==> config.mk <==
export PLATFORM = sky130hd
export DESIGN_NAME = status_bank
export DESIGN_NICKNAME = d
export VERILOG_FILES = /design/src/rtl/status_bank.sv
export SDC_FILE = /design/constraint.sdc
export NUM_CORES = 1
export LEC_CHECK = 0
export BUFFER_PORTS_ARGS = -buffer_cell sky130_fd_sc_hd__buf_2
export CORE_ASPECT_RATIO = 1.2
export CORE_MARGIN = 3
export CORE_UTILIZATION = 47
export CTS_CLUSTER_DIAMETER = 60
export CTS_CLUSTER_SIZE = 12
export DETAILED_ROUTE_END_ITERATION = 7
export PLACE_DENSITY_LB_ADDON = 0.3
export SETUP_SLACK_MARGIN = 0.3
export SLEW_MARGIN = 5
export SYNTH_ARGS = -nofsm -noshare
export SYNTH_HDL_FRONTEND = slang
export SYNTH_SLANG_ARGS = --single-unit
==> constraint.sdc <==
create_clock -name clk -period 5.7 [get_ports clk]
set_input_delay 0.855 -clock clk [delete_from_list [all_inputs] [get_ports clk]]
set_output_delay 0.855 -clock clk [all_outputs]
set_load 0.02 [all_outputs]
==> src/rtl/status_bank.sv <==
// Banked NZCV-style status flags with masked writes and a shared save/restore stack.
// All state updates on the falling clock edge; reset is asynchronous.
module status_bank #(
   parameter int WIDTH       = 4,
   parameter int NUM_BANKS   = 2,
   parameter int STACK_DEPTH = 4,
   localparam int BW = (NUM_BANKS > 1) ? $clog2(NUM_BANKS) : 1,
   localparam int DW = $clog2(STACK_DEPTH + 1)
) (
   input  logic             clk,
   input  logic             rst,
   input  logic [BW-1:0]    bank_sel,
   input  logic             s,
   input  logic [WIDTH-1:0] status_bits_in,
   input  logic [WIDTH-1:0] wr_mask,
   input  logic             push,
   input  logic             pop,
   input  logic             clr_err,
   output logic [WIDTH-1:0] status_bits_out,
   output logic [DW-1:0]    depth,
   output logic             stack_full,
   output logic             stack_empty,
   output logic             stack_err
);

   localparam int AW = (STACK_DEPTH > 1) ? $clog2(STACK_DEPTH) : 1;
   localparam logic [DW-1:0] FULL_DEPTH = DW'(STACK_DEPTH);
   localparam logic [BW:0]   BANK_LIMIT = (BW + 1)'(NUM_BANKS);

   logic [WIDTH-1:0] banks [NUM_BANKS];
   logic [WIDTH-1:0] stack_mem [STACK_DEPTH];
   logic [DW-1:0]    depth_reg;
   logic             err_reg;

   logic             bank_ok;
   logic [WIDTH-1:0] cur_flags;
   logic [WIDTH-1:0] top_flags;
   logic [AW-1:0]    push_idx;
   logic [AW-1:0]    top_idx;
   logic             full;
   logic             empty;
   logic             do_push;
   logic             do_pop;
   logic             wr_ok;
   logic             err_event;
   logic [NUM_BANKS-1:0] hit;

   assign bank_ok   = {1'b0, bank_sel} < BANK_LIMIT;
   assign cur_flags = bank_ok ? banks[bank_sel] : '0;
   assign full      = (depth_reg == FULL_DEPTH);
   assign empty     = (depth_reg == '0);
   assign push_idx  = AW'(depth_reg);
   assign top_idx   = AW'(depth_reg - 1'b1);
   assign top_flags = stack_mem[top_idx];

   // A bad bank blocks every operation; a collision blocks both stack ops.
   assign do_push   = push && !pop && !full && bank_ok;
   assign do_pop    = pop && !push && !empty && bank_ok;
   assign wr_ok     = s && bank_ok && !do_pop;
   assign err_event = (push && pop)
                    || (push && !pop && full)
                    || (pop && !push && empty)
                    || ((s || push || pop) && !bank_ok);

   genvar gi;
   generate
      for (gi = 0; gi < NUM_BANKS; gi++) begin : g_hit
         assign hit[gi] = (bank_sel == BW'(gi));
      end
   endgenerate

   always_ff @(negedge clk or posedge rst) begin
      if (rst) begin
         for (int i = 0; i < NUM_BANKS; i++) banks[i] <= '0;
      end else begin
         for (int i = 0; i < NUM_BANKS; i++) begin
            if (do_pop && hit[i])
               banks[i] <= top_flags;
            else if (wr_ok && hit[i])
               banks[i] <= (banks[i] & ~wr_mask) | (status_bits_in & wr_mask);
         end
      end
   end

   // Stack slots need no reset: depth alone decides which entries are live.
   always_ff @(negedge clk) begin
      if (do_push) stack_mem[push_idx] <= cur_flags;
   end

   always_ff @(negedge clk or posedge rst) begin
      if (rst) begin
         depth_reg <= '0;
         err_reg   <= 1'b0;
      end else begin
         if (do_push)
            depth_reg <= depth_reg + 1'b1;
         else if (do_pop)
            depth_reg <= depth_reg - 1'b1;
         if (err_event)
            err_reg <= 1'b1;
         else if (clr_err)
            err_reg <= 1'b0;
      end
   end

   assign status_bits_out = cur_flags;
   assign depth           = depth_reg;
   assign stack_full      = full;
   assign stack_empty     = empty;
   assign stack_err       = err_reg;

endmodule

; ---- Yosys cells after proc, flatten, opt, wreduce, memory -nomap -nowiden
; Memories as Yosys holds them, arrays and structs flattened.
; Cells that the tools add are included.
[op_classes]
n_addsub = 2
magnitude_cmp = 1
n_eq_ne = 1
muxes = 13
n_bitwise = 8
n_reduce_logical = 24
[ops]
columns = cell, count
row1 = 4-bit two-way mux, 7
row2 = 4-bit bitwise AND, 3
row3 = 1-bit logical AND, 12
row4 = 4-bit OR, 2
row5 = 2-bit nonzero test, 4
row6 = 3-bit two-way mux, 2
row7 = 1-bit logical NOT, 5
row8 = 1-bit two-way mux, 4
row9 = 4-bit inverter, 1
row10 = 3-bit by 1-bit adder with 3-bit output (second input constant), 1
row11 = 3-bit == test (second input constant), 1
row12 = 3-bit logical NOT, 1
row13 = 3-bit by 1-bit subtractor with 3-bit output (second input constant), 1
row14 = 2-bit >= comparator (second input constant), 1
row15 = 1-bit logical OR, 2
row16 = 1-bit inverter with 2-bit output, 1
row17 = 1-bit inverter, 1
[word_totals]
reg_bits = 12
ram_bits = 16
output_inout_bits = 10
wordCells = 54
memories = 1
[memory_table]
columns = memory, words, width, read_ports, rd_clocked_by_memory_dff, wr, line
row1 = stack_mem, 4, 4, 1, 0, 1, 31  ; logic [WIDTH-1:0] stack_mem [STACK_DEPTH];

; ---- Logic depth before layout (Yosys ltp)
; Gate-level depths: netlist (run 1).
[logic_depth]
word_depth = 8
depth_mapped = 8

==> results of run 1 <==
## cells in the final DEF, fill, tap and decap left out
master	n
ha_1	5
nor3b_4	1
buf_2	24
nor4b_4	1
a21oi_2	1
dfrtn_1	12
mux2_2	4
nand3b_1	4
clkinv_4	1
edfxtp_1	16
ha_2	1
mux4_2	4
xnor2_1	1
or2_2	1
nand2_1	8
a211oi_2	1
and3_1	4
clkbuf_4	3
a21oi_1	3
buf_4	1
and4bb_2	1
and2_1	2
a311oi_1	1
inv_1	21
nand3_1	4
mux2i_1	8
o22ai_1	1
a2bb2oi_1	2
o21ai_1	8
## worst paths after layout
| kind | slack, ns | end | start | cells after the start |
|---|---|---|---|---|
| worst max-delay path | 0.47 | stack_empty | depth[1] | 4 |
| worst min-delay path | 0.50 | register | register | 2 |
| worst max register to register | 3.91 | depth[1] | depth[1] | 6 |
| worst min register to register | 0.50 | register | register | 2 |
| max in group asynchronous | 2.11 | async pin | rst | 2 |
| min in group asynchronous | 3.24 | depth[2] | rst | 2 |
## layout make-up
class,instances,area [um2]
Fill cell,241,1190
Sequential cell,28,781
Multi-Input combinational cell,66,589
Timing Repair Buffer,25,128
Clock inverter,17,68.8
Tap cell,34,42.5
Clock buffer,3,22.5
Inverter,5,18.8
## what timing repair did
item,in CTS,in global routing
setup endpoints to repair,0,1
setup buffers,0,0
resized for setup,0,1
## synth_stat cells, drive strengths merged, types with 3 or more instances
master,instances
buf,3
nand3b,4
mux4,4
nand2,8
ha,6
mux2i,8
edfxtp,16
o21ai,8
nand3,4
dfrtn,12
mux2,4
inv,6
a21oi,4
and3,4
## cell families after synthesis
logic type,after synthesis
buffers and inverters,11
AO/OA/AOI/OAI,17
adder cells (fa/ha/maj),6
AND/OR/NAND/NOR,26
XOR/XNOR,1
multiplexers,16
flip-flops,28
## power groups by stage
stage                     Clock, mW  Sequential [mW]  Combinational [mW]
after CTS                     0.136            0.316               0.322
after global placement       0.0180            0.315               0.309
final                         0.130            0.315               0.318
after detailed placement     0.0180            0.319               0.321
after floorplan              0.0180            0.330               0.224
after global routing          0.156            0.321               0.351
## routing by layer
layer	GRT usage, %	vias up	part of all wire (%)
met5	0	-	0
li1	-	467	-
met2	28.4	26	52
met3	0.391	8	2.9
met1	17.9	449	40
met4	12.5	0	4.9
## worst max-delay path, stage by stage (launching register included)
cell	delay [ns]
dfrtn_1	0.40
inv_1	0.15
ha_1	0.20
ha_2	0.26
buf_2	0.19
==> results.cfg, run 1 <==
[timing]
hold-worst-slack_ns = 0.505
setup_viol = 0
timing.final.ws_setup_ns = 0.472
skew_ns = 0.0787
slew_viol_final = 0
rsz0062_at_grt = false
max_slew_margin_pct = 68.4
fin_tns_setup_ns = 0
hold_viol = 0
worst_slew_pin_slew_ns = 0.473

[logic_synthesis]
synth-simple-area-share_pct = 12.5
synthMuxAreaShare_pct = 15.1
synth.distinct_cells = 28
synthXorXnorAreaFrac_pct = 0.613
synth_top_area_cell = edfxtp_1
yosysTopAreaCellShare_pct = 33.6
syn-cell-area_um2 = 1430
synth_top_family_by_area = multiplexers
syn_inst = 105
async_flop_share_pct = 42.9
synth_fa_ha_area_share_pct = 5.25
synth_seq_cells = 28
yosysWarnings = 0
synth_ff_type = edfxtp_1
synth_fp_nets = 126
synth_area_leaders = edfxtp_1 34%, dfrtn_1 21%, mux4_2 6.3%
ys_seq_area_share_pct = 54.6
synth_enable_flop_cells = 16
avgSynthCellArea_um2 = 13.6
synth-compound-area-share_pct = 7.62

[route]
drc_errors = 0
vias = 950
drt-pass1-iter-count = 4
post_drt_via_cell_ratio = 5.34
antenna_left = 0
drt-initial-drc-count = 36
wire_per_inst_um = 14.9
routed_wl_mm = 2.66

[die]
die_w_um = 56.3
ios = 25
die-area_um2 = 3740
rows = 21
die_h_um = 66.4
core_area_um2 = 2840
start_util_pct = 50.4

[outcome]
status = finished clean

[placed_design]
dpl_cell_area_um2 = 1560
place.gp.congestion = 0.708
pre_cts_ws_ns = 0.776
dpl.hpwl_mm = 2.08
numPlacedInstances = 159
port_buffers = 24

[layout]
num-nets-final = 166
num_antenna_cells = 0
post-route-util_pct = 58.2
final_cells = 178
fin_area_um2 = 1650
areaGrowthSynthToFinish_pct = 15.5
drive_gt1_share_pct = 30.6

[power_and_ir_drop]
vdd_ir_drop_max_mv = 0.278
power_frac_clock_pct = 17.0
combPwrFrac_pct = 41.7
power_uw = 764
swShare_pct = 38.6
power.internal_uw = 469
power.leakage_nw = 0.782
p_per_area_nw_per_um2 = 463
p_seq_share_pct = 41.3
switchingPower_uw = 295

[setup_path]
crit_required_ns = 4.85
startpoint_type = register
crit_fanout = 5
arrival_ns = 4.37
crit_type = reg -> out
critPathCaptureType = primary output

[cts]
cts_tree = done
clock_latency_ns = 0.40
cts-root-buf = clkbuf_4
cts_hold_repair.buffers = 0
cts-buffers-inserted = 3
clkSinkCount = 28
clk_pin_slew_ns = 0.11
ctsLongestPathBuffers = 2
htreeDepth = 1

[global_route]
grt_usage_pct = 15.9
grt_pass1_wl_mm = 4.41
grt_pass1_vias = 941
gr-total-overflow = 0
grt_max_degree = 17
grt_antenna_before_repair = 0

[min_path]
worst_hold_path_type = reg -> reg

[flow_run]
drv_cap = 0
Note: power is estimated with default switching activity, not from simulation.
==> run 2: changes to the inputs <==
CELL_PAD_IN_SITES_DETAIL_PLACEMENT = 1   (was unset)
CELL_PAD_IN_SITES_GLOBAL_PLACEMENT = 1   (was unset)
==> run 2 against run 1 <==
Power up 1.6%; worst setup slack worse by 0.041 ns; final area down 0.15%; non-clock buffer count unchanged; critical path type unchanged; highest routed layer unchanged.
==> results.cfg, run 2 (synthesis gave the netlist of run 1 again) <==
[min_path]
worst_hold_path_type = reg -> reg

[power_and_ir_drop]
p_seq_share_pct = 41.0
combPwrFrac_pct = 41.6
vdd_ir_drop_max_mv = 0.357
power.leakage_nw = 0.782
power.internal_uw = 469
power_frac_clock_pct = 17.4
p_per_area_nw_per_um2 = 471
power_uw = 776
swShare_pct = 39.6
switchingPower_uw = 307

[placed_design]
place.gp.congestion = 0.742
port_buffers = 24
dpl.hpwl_mm = 2.26

[setup_path]
critPathCaptureType = primary output
crit_path_max_incr_delay_ns = 0.50
r2r_cells = 5
r2r-end = depth[2]
crit_type = reg -> out
cp_cell_sequence = inv_1, ha_1, ha_2, buf_2
rrSetupSlack_ns = 3.89
crit_required_ns = 4.85
crit_fanout = 5
critPathCapture = stack_empty
cp-startpoint = depth[1]
slowest_stage = dfrtn_1
startpoint_type = register
r2r_start = depth[1]
arrival_ns = 4.41

[layout]
num_antenna_cells = 0
areaGrowthSynthToFinish_pct = 15.3
drive_gt1_share_pct = 30.6
final_common_cell = buf_2
final_cell_mix = 24 x buf_2, 21 x inv_1, 16 x edfxtp_1, 12 x dfrtn_1
num-nets-final = 166
nFillCells = 313

[global_route]
grt.busiest_layer = met2
gr-total-overflow = 0
grt_usage_pct = 18.0
grtUsageMet1_pct = 23.5
use_met2_pct = 32.3
groute.layer.met3.usage_pct = 2.15
grt_max_degree = 17
grt_antenna_before_repair = 0
grt_pass1_vias = 1008
grt_pass1_wl_mm = 5.14

[route]
drt-initial-drc-count = 43
post_drt_via_cell_ratio = 5.39
drc_errors = 0
drt-pass1-iter-count = 4
vias = 959
routed_wl_mm = 2.97
antenna_left = 0
wire_per_inst_um = 16.7

[die]
ios = 25
die_h_um = 66.4
start_util_pct = 50.4
core_area_um2 = 2840
die_w_um = 56.3
die-area_um2 = 3740
rows = 21

[timing]
skew_ns = 0.0994
max_slew_margin_pct = 66.1
rsz0062_at_grt = false
fin_tns_setup_ns = 0
slew_viol_final = 0
worst_slew_pin_slew_ns = 0.508
hold_viol = 0
setup_viol = 0

[cts]
cts-root-buf = clkbuf_4
cts-buffers-inserted = 3
htreeDepth = 1
ctsLongestPathBuffers = 2
cts_tree = done
cts_hold_repair.buffers = 0
clock_latency_ns = 0.41
clk_pin_slew_ns = 0.11
clkSinkCount = 28

[outcome]
status = finished clean

[flow_run]
drv_cap = 0
## run 2: cell types whose count changed in the layout (fill, tap and decap cells not counted)
cell / change
inv_4: +1
clkinv_4: -1
## run 2: final cells by class
cell class | count | area, um2 | share of cell area [%]
clock inverters | 17 | 66.3 | 4.02
inverters | 5 | 18.8 | 1.14
repair buffers | 25 | 128 | 7.74
multi-input cells | 66 | 589 | 35.8
flip-flops and latches | 28 | 781 | 47.4
well taps | 34 | 42.5 | 2.58
clock buffers | 3 | 22.5 | 1.37
## run 2: metal layers
metal	routed length, um	vias up
met5	0	-
met4	17	0
met3	119	2
met2	1540	27
met1	1300	464
li1	-	466
## run 2: critical path, delay by kind of cell, from the launching register on
kind | cells | cell delay, ns
adders and majority gates | 2 | 0.45
DFF | 1 | 0.50
buffers and inverters | 2 | 0.30
## run 2: metrics by stage
stage                     instance area (um2)  cells  hold slack (ns)  util, %  setup WS (ns)
after floorplan                          1430    105            0.473        -          0.686
after global placement                   1560    159            0.490     55.0          0.824
after detailed placement                 1560    159            0.507     55.0          0.726
after CTS                                1650    178            0.509     58.0          0.360
after global routing                     1650    178            0.536     58.1          0.363
final                                    1650    178            0.506     58.1          0.431
## run 2: power groups by stage
stage | sequential, mW | clock, mW | combinational, mW
after floorplan | 0.330 | 0.0180 | 0.224
after global placement | 0.316 | 0.0180 | 0.315
after detailed placement | 0.322 | 0.0180 | 0.325
after CTS | 0.318 | 0.139 | 0.328
after global routing | 0.325 | 0.156 | 0.359
final | 0.318 | 0.135 | 0.323
## run 2: how the worst min path moves through the flow
| stage | endpoint | slack, ns | start | cells past startpoint |
|---|---|---|---|---|
| finish | stack_err | 0.51 | stack_err | 2 |
| global route | stack_err | 0.54 | stack_err | 2 |
| CTS | register | 0.51 | register | 2 |
| detailed placement | register | 0.51 | register | 2 |
| global placement | register | 0.49 | register | 2 |
| floorplan | register | 0.47 | register | 2 |
## run 2: timing repair
item / CTS / global route
endpoints found under the setup margin: 0 / 1
setup buffers: 0 / 0
resized for setup: 0 / 1
